File: config.mk
export PLATFORM = sky130hd
export DESIGN_NAME = alarm_set_ctrl_flat
export DESIGN_NICKNAME = d
export VERILOG_FILES = /design/src/rtl/alarm_set_if.sv /design/src/rtl/alarm_set_ctrl.sv /design/src/flat_wrapper.sv
export SDC_FILE = /design/constraint.sdc
export NUM_CORES = 1
export LEC_CHECK = 0
export CAP_MARGIN = 40
export CORE_ASPECT_RATIO = 1.5
export CORE_MARGIN = 5
export CORE_UTILIZATION = 52
export CTS_CLUSTER_DIAMETER = 50
export DETAILED_ROUTE_END_ITERATION = 16
export PLACE_DENSITY_LB_ADDON = 0.3
export SLEW_MARGIN = 10
export SYNTH_ARGS = -nofsm -noshare
export SYNTH_HDL_FRONTEND = slang
export SYNTH_SLANG_ARGS = --single-unit
File: constraint.sdc
create_clock -name clk -period 2.2 [get_ports clk]
set_clock_uncertainty 0.15 [all_clocks]
set_input_delay 0.44 -clock clk [delete_from_list [all_inputs] [get_ports clk]]
set_output_delay 0.44 -clock clk [all_outputs]
set_load 0.1 [all_outputs]
File: src/rtl/alarm_set_if.sv
`default_nettype none
//------------------------------------------------------------------------------
// alarm_set_if - button/time/display bundle around alarm_set_ctrl. Rev 1.0
//------------------------------------------------------------------------------
interface alarm_set_if;
  logic       tick_1hz;
  logic       btn_mode;
  logic       btn_up;
  logic       btn_down;
  logic       btn_alarm;
  logic [3:0] cur_hr_10s;
  logic [3:0] cur_hr_1s;
  logic [3:0] cur_min_10s;
  logic [3:0] cur_min_1s;
  logic [3:0] disp_hr_10s;
  logic [3:0] disp_hr_1s;
  logic [3:0] disp_min_10s;
  logic [3:0] disp_min_1s;
  logic [3:0] alarm_hr_10s;
  logic [3:0] alarm_hr_1s;
  logic [3:0] alarm_min_10s;
  logic [3:0] alarm_min_1s;
  logic [7:0] digit_blank;
  logic       set_load;
  logic [3:0] set_hr_10s;
  logic [3:0] set_hr_1s;
  logic [3:0] set_min_10s;
  logic [3:0] set_min_1s;
  logic       alarm_status;
  logic       ringing;

  modport master (
    output tick_1hz, btn_mode, btn_up, btn_down, btn_alarm,
           cur_hr_10s, cur_hr_1s, cur_min_10s, cur_min_1s,
    input  disp_hr_10s, disp_hr_1s, disp_min_10s, disp_min_1s,
           alarm_hr_10s, alarm_hr_1s, alarm_min_10s, alarm_min_1s,
           digit_blank, set_load, set_hr_10s, set_hr_1s, set_min_10s, set_min_1s,
           alarm_status, ringing
  );

  modport slave (
    input  tick_1hz, btn_mode, btn_up, btn_down, btn_alarm,
           cur_hr_10s, cur_hr_1s, cur_min_10s, cur_min_1s,
    output disp_hr_10s, disp_hr_1s, disp_min_10s, disp_min_1s,
           alarm_hr_10s, alarm_hr_1s, alarm_min_10s, alarm_min_1s,
           digit_blank, set_load, set_hr_10s, set_hr_1s, set_min_10s, set_min_1s,
           alarm_status, ringing
  );
endinterface
`default_nettype wire

File: src/rtl/alarm_set_ctrl.sv
`default_nettype none
//------------------------------------------------------------------------------
// alarm_set_ctrl - mode/edit sequencing, field blink and alarm ring control. Rev 1.0
//------------------------------------------------------------------------------
module alarm_set_ctrl #(
  parameter int BLINK_CYCLES = 50_000_000,
  parameter int RING_TICKS   = 60
) (
  input wire         clk,
  input wire         reset_n,
  alarm_set_if.slave bus
);

  localparam int BW = (BLINK_CYCLES > 1) ? $clog2(BLINK_CYCLES) : 1;
  localparam int RW = $clog2(RING_TICKS + 1);

  typedef enum logic [2:0] {
    RUN     = 3'd0,
    SET_HR  = 3'd1,
    SET_MIN = 3'd2,
    ALM_HR  = 3'd3,
    ALM_MIN = 3'd4
  } state_t;

  state_t          state_q, state_d;
  logic [7:0]      edit_hr_q, edit_hr_d, edit_min_q, edit_min_d;
  logic [7:0]      alm_hr_q, alm_hr_d, alm_min_q, alm_min_d;
  logic [7:0]      set_hr_q, set_hr_d, set_min_q, set_min_d;
  logic            set_load_q, set_load_d;
  logic            armed_q, armed_d;
  logic            ringing_q, ringing_d;
  logic [RW-1:0]   ring_cnt_q, ring_cnt_d;
  logic            match_q, match_d, match_dly_q, match_dly_d;
  logic [BW-1:0]   blink_cnt_q, blink_cnt_d;
  logic            blink_phase_q, blink_phase_d;
  logic [15:0]     disp_q, disp_d;
  logic [7:0]      blank_q, blank_d;

  logic [7:0]      cur_hr, cur_min;
  logic            any_btn, ack, step, step_ok;

  // Increment/decrement a packed two-digit BCD value, wrapping between 00 and top.
  function automatic logic [7:0] bcd_step(input logic [7:0] v, input logic inc,
                                          input logic [7:0] top);
    logic [7:0] r;
    if (inc) begin
      if (v == top)              r = 8'h00;
      else if (v[3:0] == 4'd9)   r = {v[7:4] + 4'd1, 4'd0};
      else                       r = {v[7:4], v[3:0] + 4'd1};
    end else begin
      if (v == 8'h00)            r = top;
      else if (v[3:0] == 4'd0)   r = {v[7:4] - 4'd1, 4'd9};
      else                       r = {v[7:4], v[3:0] - 4'd1};
    end
    return r;
  endfunction

  always_comb begin
    state_d       = state_q;
    edit_hr_d     = edit_hr_q;
    edit_min_d    = edit_min_q;
    alm_hr_d      = alm_hr_q;
    alm_min_d     = alm_min_q;
    set_hr_d      = set_hr_q;
    set_min_d     = set_min_q;
    set_load_d    = 1'b0;
    armed_d       = armed_q;
    ringing_d     = ringing_q;
    ring_cnt_d    = ring_cnt_q;
    blink_cnt_d   = blink_cnt_q;
    blink_phase_d = blink_phase_q;
    blank_d       = 8'h00;
    step_ok       = 1'b0;

    cur_hr  = {bus.cur_hr_10s, bus.cur_hr_1s};
    cur_min = {bus.cur_min_10s, bus.cur_min_1s};
    any_btn = bus.btn_mode | bus.btn_up | bus.btn_down | bus.btn_alarm;
    ack     = ringing_q & any_btn;
    step    = bus.btn_up ^ bus.btn_down;

    // A press that silences the ring does nothing else.
    if (!ack) begin
      if (bus.btn_mode) begin
        case (state_q)
          RUN: begin
            state_d    = SET_HR;
            edit_hr_d  = cur_hr;
            edit_min_d = cur_min;
          end
          SET_HR:  state_d = SET_MIN;
          SET_MIN: begin
            state_d    = ALM_HR;
            set_load_d = 1'b1;
            set_hr_d   = edit_hr_q;
            set_min_d  = edit_min_q;
          end
          ALM_HR:  state_d = ALM_MIN;
          default: state_d = RUN;
        endcase
      end else begin
        if (step) begin
          step_ok = 1'b1;
          case (state_q)
            SET_HR:  edit_hr_d  = bcd_step(edit_hr_q,  bus.btn_up, 8'h23);
            SET_MIN: edit_min_d = bcd_step(edit_min_q, bus.btn_up, 8'h59);
            ALM_HR:  alm_hr_d   = bcd_step(alm_hr_q,   bus.btn_up, 8'h23);
            ALM_MIN: alm_min_d  = bcd_step(alm_min_q,  bus.btn_up, 8'h59);
            default: step_ok    = 1'b0;
          endcase
        end
        if (bus.btn_alarm && state_q == RUN) armed_d = ~armed_q;
      end
    end

    if (step_ok || state_d != state_q) begin
      blink_cnt_d   = '0;
      blink_phase_d = 1'b0;
    end else if (blink_cnt_q == BW'(BLINK_CYCLES - 1)) begin
      blink_cnt_d   = '0;
      blink_phase_d = ~blink_phase_q;
    end else begin
      blink_cnt_d   = blink_cnt_q + BW'(1);
    end

    if (blink_phase_d) begin
      case (state_d)
        SET_HR:  blank_d = 8'hC0;
        SET_MIN: blank_d = 8'h30;
        ALM_HR:  blank_d = 8'h0C;
        ALM_MIN: blank_d = 8'h03;
        default: blank_d = 8'h00;
      endcase
    end

    disp_d = (state_d == SET_HR || state_d == SET_MIN) ? {edit_hr_d, edit_min_d}
                                                       : {cur_hr, cur_min};

    match_d     = armed_q && state_q == RUN && cur_hr == alm_hr_q && cur_min == alm_min_q;
    match_dly_d = match_q;

    // ring_cnt_q holds the ticks already seen in this ring.
    if (ringing_q) begin
      if (any_btn) begin
        ringing_d = 1'b0;
      end else if (bus.tick_1hz) begin
        if (ring_cnt_q == RW'(RING_TICKS - 1)) ringing_d  = 1'b0;
        else                                   ring_cnt_d = ring_cnt_q + RW'(1);
      end
    end else if (match_q && !match_dly_q) begin
      ringing_d  = 1'b1;
      ring_cnt_d = '0;
    end
    if (!armed_d || state_d != RUN) ringing_d = 1'b0;
  end

  always_ff @(posedge clk or negedge reset_n) begin
    if (!reset_n) begin
      state_q       <= RUN;
      edit_hr_q     <= 8'h00;
      edit_min_q    <= 8'h00;
      alm_hr_q      <= 8'h00;
      alm_min_q     <= 8'h00;
      set_hr_q      <= 8'h00;
      set_min_q     <= 8'h00;
      set_load_q    <= 1'b0;
      armed_q       <= 1'b0;
      ringing_q     <= 1'b0;
      ring_cnt_q    <= '0;
      match_q       <= 1'b0;
      match_dly_q   <= 1'b0;
      blink_cnt_q   <= '0;
      blink_phase_q <= 1'b0;
      disp_q        <= 16'h0000;
      blank_q       <= 8'h00;
    end else begin
      state_q       <= state_d;
      edit_hr_q     <= edit_hr_d;
      edit_min_q    <= edit_min_d;
      alm_hr_q      <= alm_hr_d;
      alm_min_q     <= alm_min_d;
      set_hr_q      <= set_hr_d;
      set_min_q     <= set_min_d;
      set_load_q    <= set_load_d;
      armed_q       <= armed_d;
      ringing_q     <= ringing_d;
      ring_cnt_q    <= ring_cnt_d;
      match_q       <= match_d;
      match_dly_q   <= match_dly_d;
      blink_cnt_q   <= blink_cnt_d;
      blink_phase_q <= blink_phase_d;
      disp_q        <= disp_d;
      blank_q       <= blank_d;
    end
  end

  assign bus.disp_hr_10s   = disp_q[15:12];
  assign bus.disp_hr_1s    = disp_q[11:8];
  assign bus.disp_min_10s  = disp_q[7:4];
  assign bus.disp_min_1s   = disp_q[3:0];
  assign bus.alarm_hr_10s  = alm_hr_q[7:4];
  assign bus.alarm_hr_1s   = alm_hr_q[3:0];
  assign bus.alarm_min_10s = alm_min_q[7:4];
  assign bus.alarm_min_1s  = alm_min_q[3:0];
  assign bus.digit_blank   = blank_q;
  assign bus.set_load      = set_load_q;
  assign bus.set_hr_10s    = set_hr_q[7:4];
  assign bus.set_hr_1s     = set_hr_q[3:0];
  assign bus.set_min_10s   = set_min_q[7:4];
  assign bus.set_min_1s    = set_min_q[3:0];
  assign bus.alarm_status  = armed_q;
  assign bus.ringing       = ringing_q;

endmodule
`default_nettype wire
File: src/flat_wrapper.sv
// flat-port wrapper written by rule: the top's interface ports become plain ports
module alarm_set_ctrl_flat 
#(
  parameter int BLINK_CYCLES = 50_000_000,
  parameter int RING_TICKS   = 60
)
  (clk, reset_n, bus_tick_1hz, bus_btn_mode, bus_btn_up, bus_btn_down, bus_btn_alarm, bus_cur_hr_10s, bus_cur_hr_1s, bus_cur_min_10s, bus_cur_min_1s, bus_disp_hr_10s, bus_disp_hr_1s, bus_disp_min_10s, bus_disp_min_1s, bus_alarm_hr_10s, bus_alarm_hr_1s, bus_alarm_min_10s, bus_alarm_min_1s, bus_digit_blank, bus_set_load, bus_set_hr_10s, bus_set_hr_1s, bus_set_min_10s, bus_set_min_1s, bus_alarm_status, bus_ringing);
  alarm_set_if bus_i ();
  input wire clk;
  input wire reset_n;
  input wire logic [$bits(bus_i.tick_1hz)-1:0] bus_tick_1hz;
  input wire logic [$bits(bus_i.btn_mode)-1:0] bus_btn_mode;
  input wire logic [$bits(bus_i.btn_up)-1:0] bus_btn_up;
  input wire logic [$bits(bus_i.btn_down)-1:0] bus_btn_down;
  input wire logic [$bits(bus_i.btn_alarm)-1:0] bus_btn_alarm;
  input wire logic [$bits(bus_i.cur_hr_10s)-1:0] bus_cur_hr_10s;
  input wire logic [$bits(bus_i.cur_hr_1s)-1:0] bus_cur_hr_1s;
  input wire logic [$bits(bus_i.cur_min_10s)-1:0] bus_cur_min_10s;
  input wire logic [$bits(bus_i.cur_min_1s)-1:0] bus_cur_min_1s;
  output wire logic [$bits(bus_i.disp_hr_10s)-1:0] bus_disp_hr_10s;
  output wire logic [$bits(bus_i.disp_hr_1s)-1:0] bus_disp_hr_1s;
  output wire logic [$bits(bus_i.disp_min_10s)-1:0] bus_disp_min_10s;
  output wire logic [$bits(bus_i.disp_min_1s)-1:0] bus_disp_min_1s;
  output wire logic [$bits(bus_i.alarm_hr_10s)-1:0] bus_alarm_hr_10s;
  output wire logic [$bits(bus_i.alarm_hr_1s)-1:0] bus_alarm_hr_1s;
  output wire logic [$bits(bus_i.alarm_min_10s)-1:0] bus_alarm_min_10s;
  output wire logic [$bits(bus_i.alarm_min_1s)-1:0] bus_alarm_min_1s;
  output wire logic [$bits(bus_i.digit_blank)-1:0] bus_digit_blank;
  output wire logic [$bits(bus_i.set_load)-1:0] bus_set_load;
  output wire logic [$bits(bus_i.set_hr_10s)-1:0] bus_set_hr_10s;
  output wire logic [$bits(bus_i.set_hr_1s)-1:0] bus_set_hr_1s;
  output wire logic [$bits(bus_i.set_min_10s)-1:0] bus_set_min_10s;
  output wire logic [$bits(bus_i.set_min_1s)-1:0] bus_set_min_1s;
  output wire logic [$bits(bus_i.alarm_status)-1:0] bus_alarm_status;
  output wire logic [$bits(bus_i.ringing)-1:0] bus_ringing;
  assign bus_i.tick_1hz = bus_tick_1hz;
  assign bus_i.btn_mode = bus_btn_mode;
  assign bus_i.btn_up = bus_btn_up;
  assign bus_i.btn_down = bus_btn_down;
  assign bus_i.btn_alarm = bus_btn_alarm;
  assign bus_i.cur_hr_10s = bus_cur_hr_10s;
  assign bus_i.cur_hr_1s = bus_cur_hr_1s;
  assign bus_i.cur_min_10s = bus_cur_min_10s;
  assign bus_i.cur_min_1s = bus_cur_min_1s;
  assign bus_disp_hr_10s = bus_i.disp_hr_10s;
  assign bus_disp_hr_1s = bus_i.disp_hr_1s;
  assign bus_disp_min_10s = bus_i.disp_min_10s;
  assign bus_disp_min_1s = bus_i.disp_min_1s;
  assign bus_alarm_hr_10s = bus_i.alarm_hr_10s;
  assign bus_alarm_hr_1s = bus_i.alarm_hr_1s;
  assign bus_alarm_min_10s = bus_i.alarm_min_10s;
  assign bus_alarm_min_1s = bus_i.alarm_min_1s;
  assign bus_digit_blank = bus_i.digit_blank;
  assign bus_set_load = bus_i.set_load;
  assign bus_set_hr_10s = bus_i.set_hr_10s;
  assign bus_set_hr_1s = bus_i.set_hr_1s;
  assign bus_set_min_10s = bus_i.set_min_10s;
  assign bus_set_min_1s = bus_i.set_min_1s;
  assign bus_alarm_status = bus_i.alarm_status;
  assign bus_ringing = bus_i.ringing;
  alarm_set_ctrl #(.BLINK_CYCLES(BLINK_CYCLES), .RING_TICKS(RING_TICKS)) u_core (.clk(clk), .reset_n(reset_n), .bus(bus_i));
endmodule
==> run_results.csv <==
group,metric,value,unit
outcome,status,"finished, violations left",
outcome,violations,"setup timing",
cells_and_area,final_layout_size_suffix_gt1_frac,0.3195,
global_route,overflow,0,
yosys,ys_ff_latch,109,
floorplan,core_area,13400,um^2
clocking,clkTransAtPathRegs,0.07,ns
global_route,grt_pass1_wl,35.38,mm
detailed_routing,drt_pass1_iterations,5,
yosys,synth_top_cell_by_area,"dfrtp_1",
global_route,grt_util_met2,0.4919,
power_and_ir_drop,p_leak,4.074,nW
power_and_ir_drop,power_density,1370,nW/um^2
detailed_routing,routed_wl,21.58,mm
worst_setup_path,endpoint_kind,"flip-flop",
yosys,synth_edf_count,0,
worst_setup_path,ff2ff_path_depth,7,
place,preCtsSetupSlack,-0.4820,ns
yosys,synth_seq_area_share,0.3876,
global_route,track_usage,0.2694,
yosys,synth_area,7038,um^2
global_route,grt.busiest_layer,"met2",
global_route,antenna_found_initial,0,
global_route,grt_max_degree,50,
worst_setup_path,cp.arrival,2.29,ns
global_route,use_met3,0.04493,
worst_setup_path,worstPathMaxFanout,2,
sta,worstMarginPinSlew,0.6190,ns
floorplan,rows,52,
detailed_routing,routed_via_density,6.085,
global_route,grt_pass1_vias,6964,
sta,max_slew_margin,0.5873,
place,dp.cells,1078,
detailed_routing,drt-initial-drc-count,366,
hold_path,min_path_cells,0,
worst_setup_path,worst_ep_required_time,2.27,ns
cells_and_area,final_cells,1101,
place,gp_congestion,0.9128,
clocking,htreeDepth,3,
flow_run,drv_cap,0,
worst_setup_path,critPathKind,"reg2reg",
sta,final.min_clock_period,2.212,ns
sta,slew_viol_final,0,
yosys,yosys_warnings,0,
sta,hold_viol,0,
clocking,cts_tree,"done",
detailed_routing,drcViolationCount,0,
cells_and_area,area_growth_syn_to_layout,34.88,%
clocking,numCtsBuffers,9,
floorplan,initial_utilization,0.5251,
global_route,grt_use_met1,0.3093,
yosys,synthesis.nets,818,
clocking,cts.sinks,109,
sta,fin_crit_sh,1.005,
sta,final-setup-viol-count,2,
detailed_routing,post_drt_wl_per_cell,19.60,um
power_and_ir_drop,vdd_drop_max,0.001252,V
clocking,cts-root-buf,"clkbuf_16",
detailed_routing,num_vias,6700,
clocking,clock_path_buffers,2,
sta,worst_slack,-0.01166,ns
cells_and_area,fillCellCount,1019,
yosys,synth.distinct_cells,85,
floorplan,die_h,152.5,um
floorplan,io-pin-count,82,
floorplan,dieArea,16010,um^2
cells_and_area,n_antenna_cell,0,
place,numPortBuffers,81,
yosys,syn_avg_cell_area,9.188,um^2
yosys,ys.flop_type,"dfrtp_1",
worst_setup_path,cp-start-kind,"flip-flop",
yosys,synthesis.instances,766,
yosys,yosys.area.top_type_share,0.3876,
sta,max_freq,452.1,MHz
hold_path,min_path_type,"reg2reg",
clocking,insertion_delay,0.36,ns
place,dpl.hpwl,16.39,mm
cells_and_area,layout.nets,986,
yosys,async_flop_share,1.000,
floorplan,die_w,105.0,um
yosys,synth_area_leaders,"dfrtp_1, ha_1, o21ai_0",
detailed_routing,ant_nets,0,
sta,rsz0062_at_grt,"yes",
[final cells by class]
class | count | area (um^2) | area share
clock buffer | 9 | 225.2 | 0.02372
clock inverter | 7 | 98.84 | 0.01041
inverter | 26 | 97.59 | 0.01028
multi-input combinational | 581 | 4195 | 0.4419
sequential | 109 | 2764 | 0.2912
tap | 162 | 202.7 | 0.02135
timing repair buffer | 207 | 1909 | 0.2011
[cell usage after synthesis (all sizes together) (6+ instances only)]
cell / number
nor2b: 9
nor3: 14
xnor2: 26
nor3b: 10
ha: 29
nand4: 16
and3: 9
clkbuf: 25
a31oi: 10
buf: 25
xor2: 22
dfrtp: 109
nor4: 16
o211ai: 12
o21a: 6
nand3: 33
a21oi: 38
nand3b: 6
mux2: 18
a22oi: 8
inv: 25
and4: 6
o31ai: 6
nand2: 71
nor2: 60
o21ai: 60
[through the flow]
stage	hold WS [ns]	TNS, ns	instance area, um^2	utilization	total power [mW]
after detailed placement	0.2111	-28.19	8900	0.6640	10.84
after global placement	0.2033	-25.82	8900	0.6640	10.69
after CTS	0.2275	-0.1453	9305	0.6943	12.71
after floorplan	-0.005591	-0.03113	7121	-	8.173
final	0.2283	-0.01901	9493	0.7083	13.00
after global routing	0.2469	-0.3522	9493	0.7083	13.63
[layer usage]
layer | part of all wire | vias to the layer above | routed length [um]
met5 | 0 | - | 0
met2 | 0.53 | 262 | 11470
met3 | 0.057 | 60 | 1228
met4 | 0.033 | 0 | 702
li1 | - | 3122 | -
met1 | 0.38 | 3256 | 8177
[cells in the final DEF (no fill, tap or decap), types with 7 or more instances in the layout]
cell               n
a21oi_1           32
a22oi_1            8
a31oi_1           10
and3_1             9
buf_12            24
buf_4            160
clkbuf_16          9
clkdlybuf4s50_1   18
dfrtp_1           94
dfrtp_2            8
dfrtp_4            7
ha_1              24
inv_1             19
mux2_2            16
nand2_1           70
nand3_1           33
nand4_1           16
nor2_1            57
nor2b_1            8
nor3_1            14
nor3b_1            8
nor4_1             8
o211ai_1          12
o21ai_0           51
xnor2_1           26
xor2_1            21
[final timing paths]
kind	startpoint	to	slack [ns]
min	u_core.match_dly_d	u_core.match_dly_q	0.23
max reg2reg	u_core.edit_hr_q[1]	u_core.disp_q[15]	-0.01
min in group asynchronous	reset_n	u_core.edit_min_q[6]	0.49
max	u_core.edit_hr_q[1]	u_core.disp_q[15]	-0.01
min reg2reg	u_core.match_dly_d	u_core.match_dly_q	0.23
max in group asynchronous	reset_n	u_core.alm_hr_q[3]	0.70
[state kept, by name, indices dropped and copies added, names as in the netlist, 8 cells and up]
register and count:
u_core.disp_q 16, u_core.set_hr_q 8, u_core.alm_hr_q 8, u_core.edit_min_q 8
u_core.set_min_q 8, u_core.edit_hr_q 8, u_core.alm_min_q 8, u_core.blink_cnt_q 26
[repair_timing]
item	4_1_cts	5_1_grt
hold buffers	1	0
pin swaps	8	14
buffers inserted	4	2
setup endpoints to repair	20	34
cloned	0	0
gates resized for setup	13	34
endpoints found under the hold margin	41	0
[power breakdown]
| part | internal, mW | switching (mW) |
|---|---|---|
| Combinational | 2.79 | 5.29 |
| Sequential | 2.57 | 0.549 |
| Clock | 1.01 | 0.787 |
| Total | 6.37 | 6.63 |
[cell families after synthesis]
kind of cell / after synthesis / synth area share
multiplexers: 23 / 0.03591
adder cells (fa/ha/maj): 29 / 0.05156
buffers and inverters: 76 / 0.05031
XOR/XNOR: 48 / 0.06080
flip-flops: 109 / 0.3876
AO/OA/AOI/OAI: 194 / 0.1861
AND/OR/NAND/NOR: 287 / 0.2277
[critical path, cell delays in order (launching register included)]
cell      delay (ns)
dfrtp_1         0.43
inv_2           0.09
ha_4            0.13
or4b_4          0.48
nor4_4          0.15
nor2_1          0.09
o41ai_2         0.40
o221ai_1        0.15
Note: power is estimated with default switching activity, not from simulation.
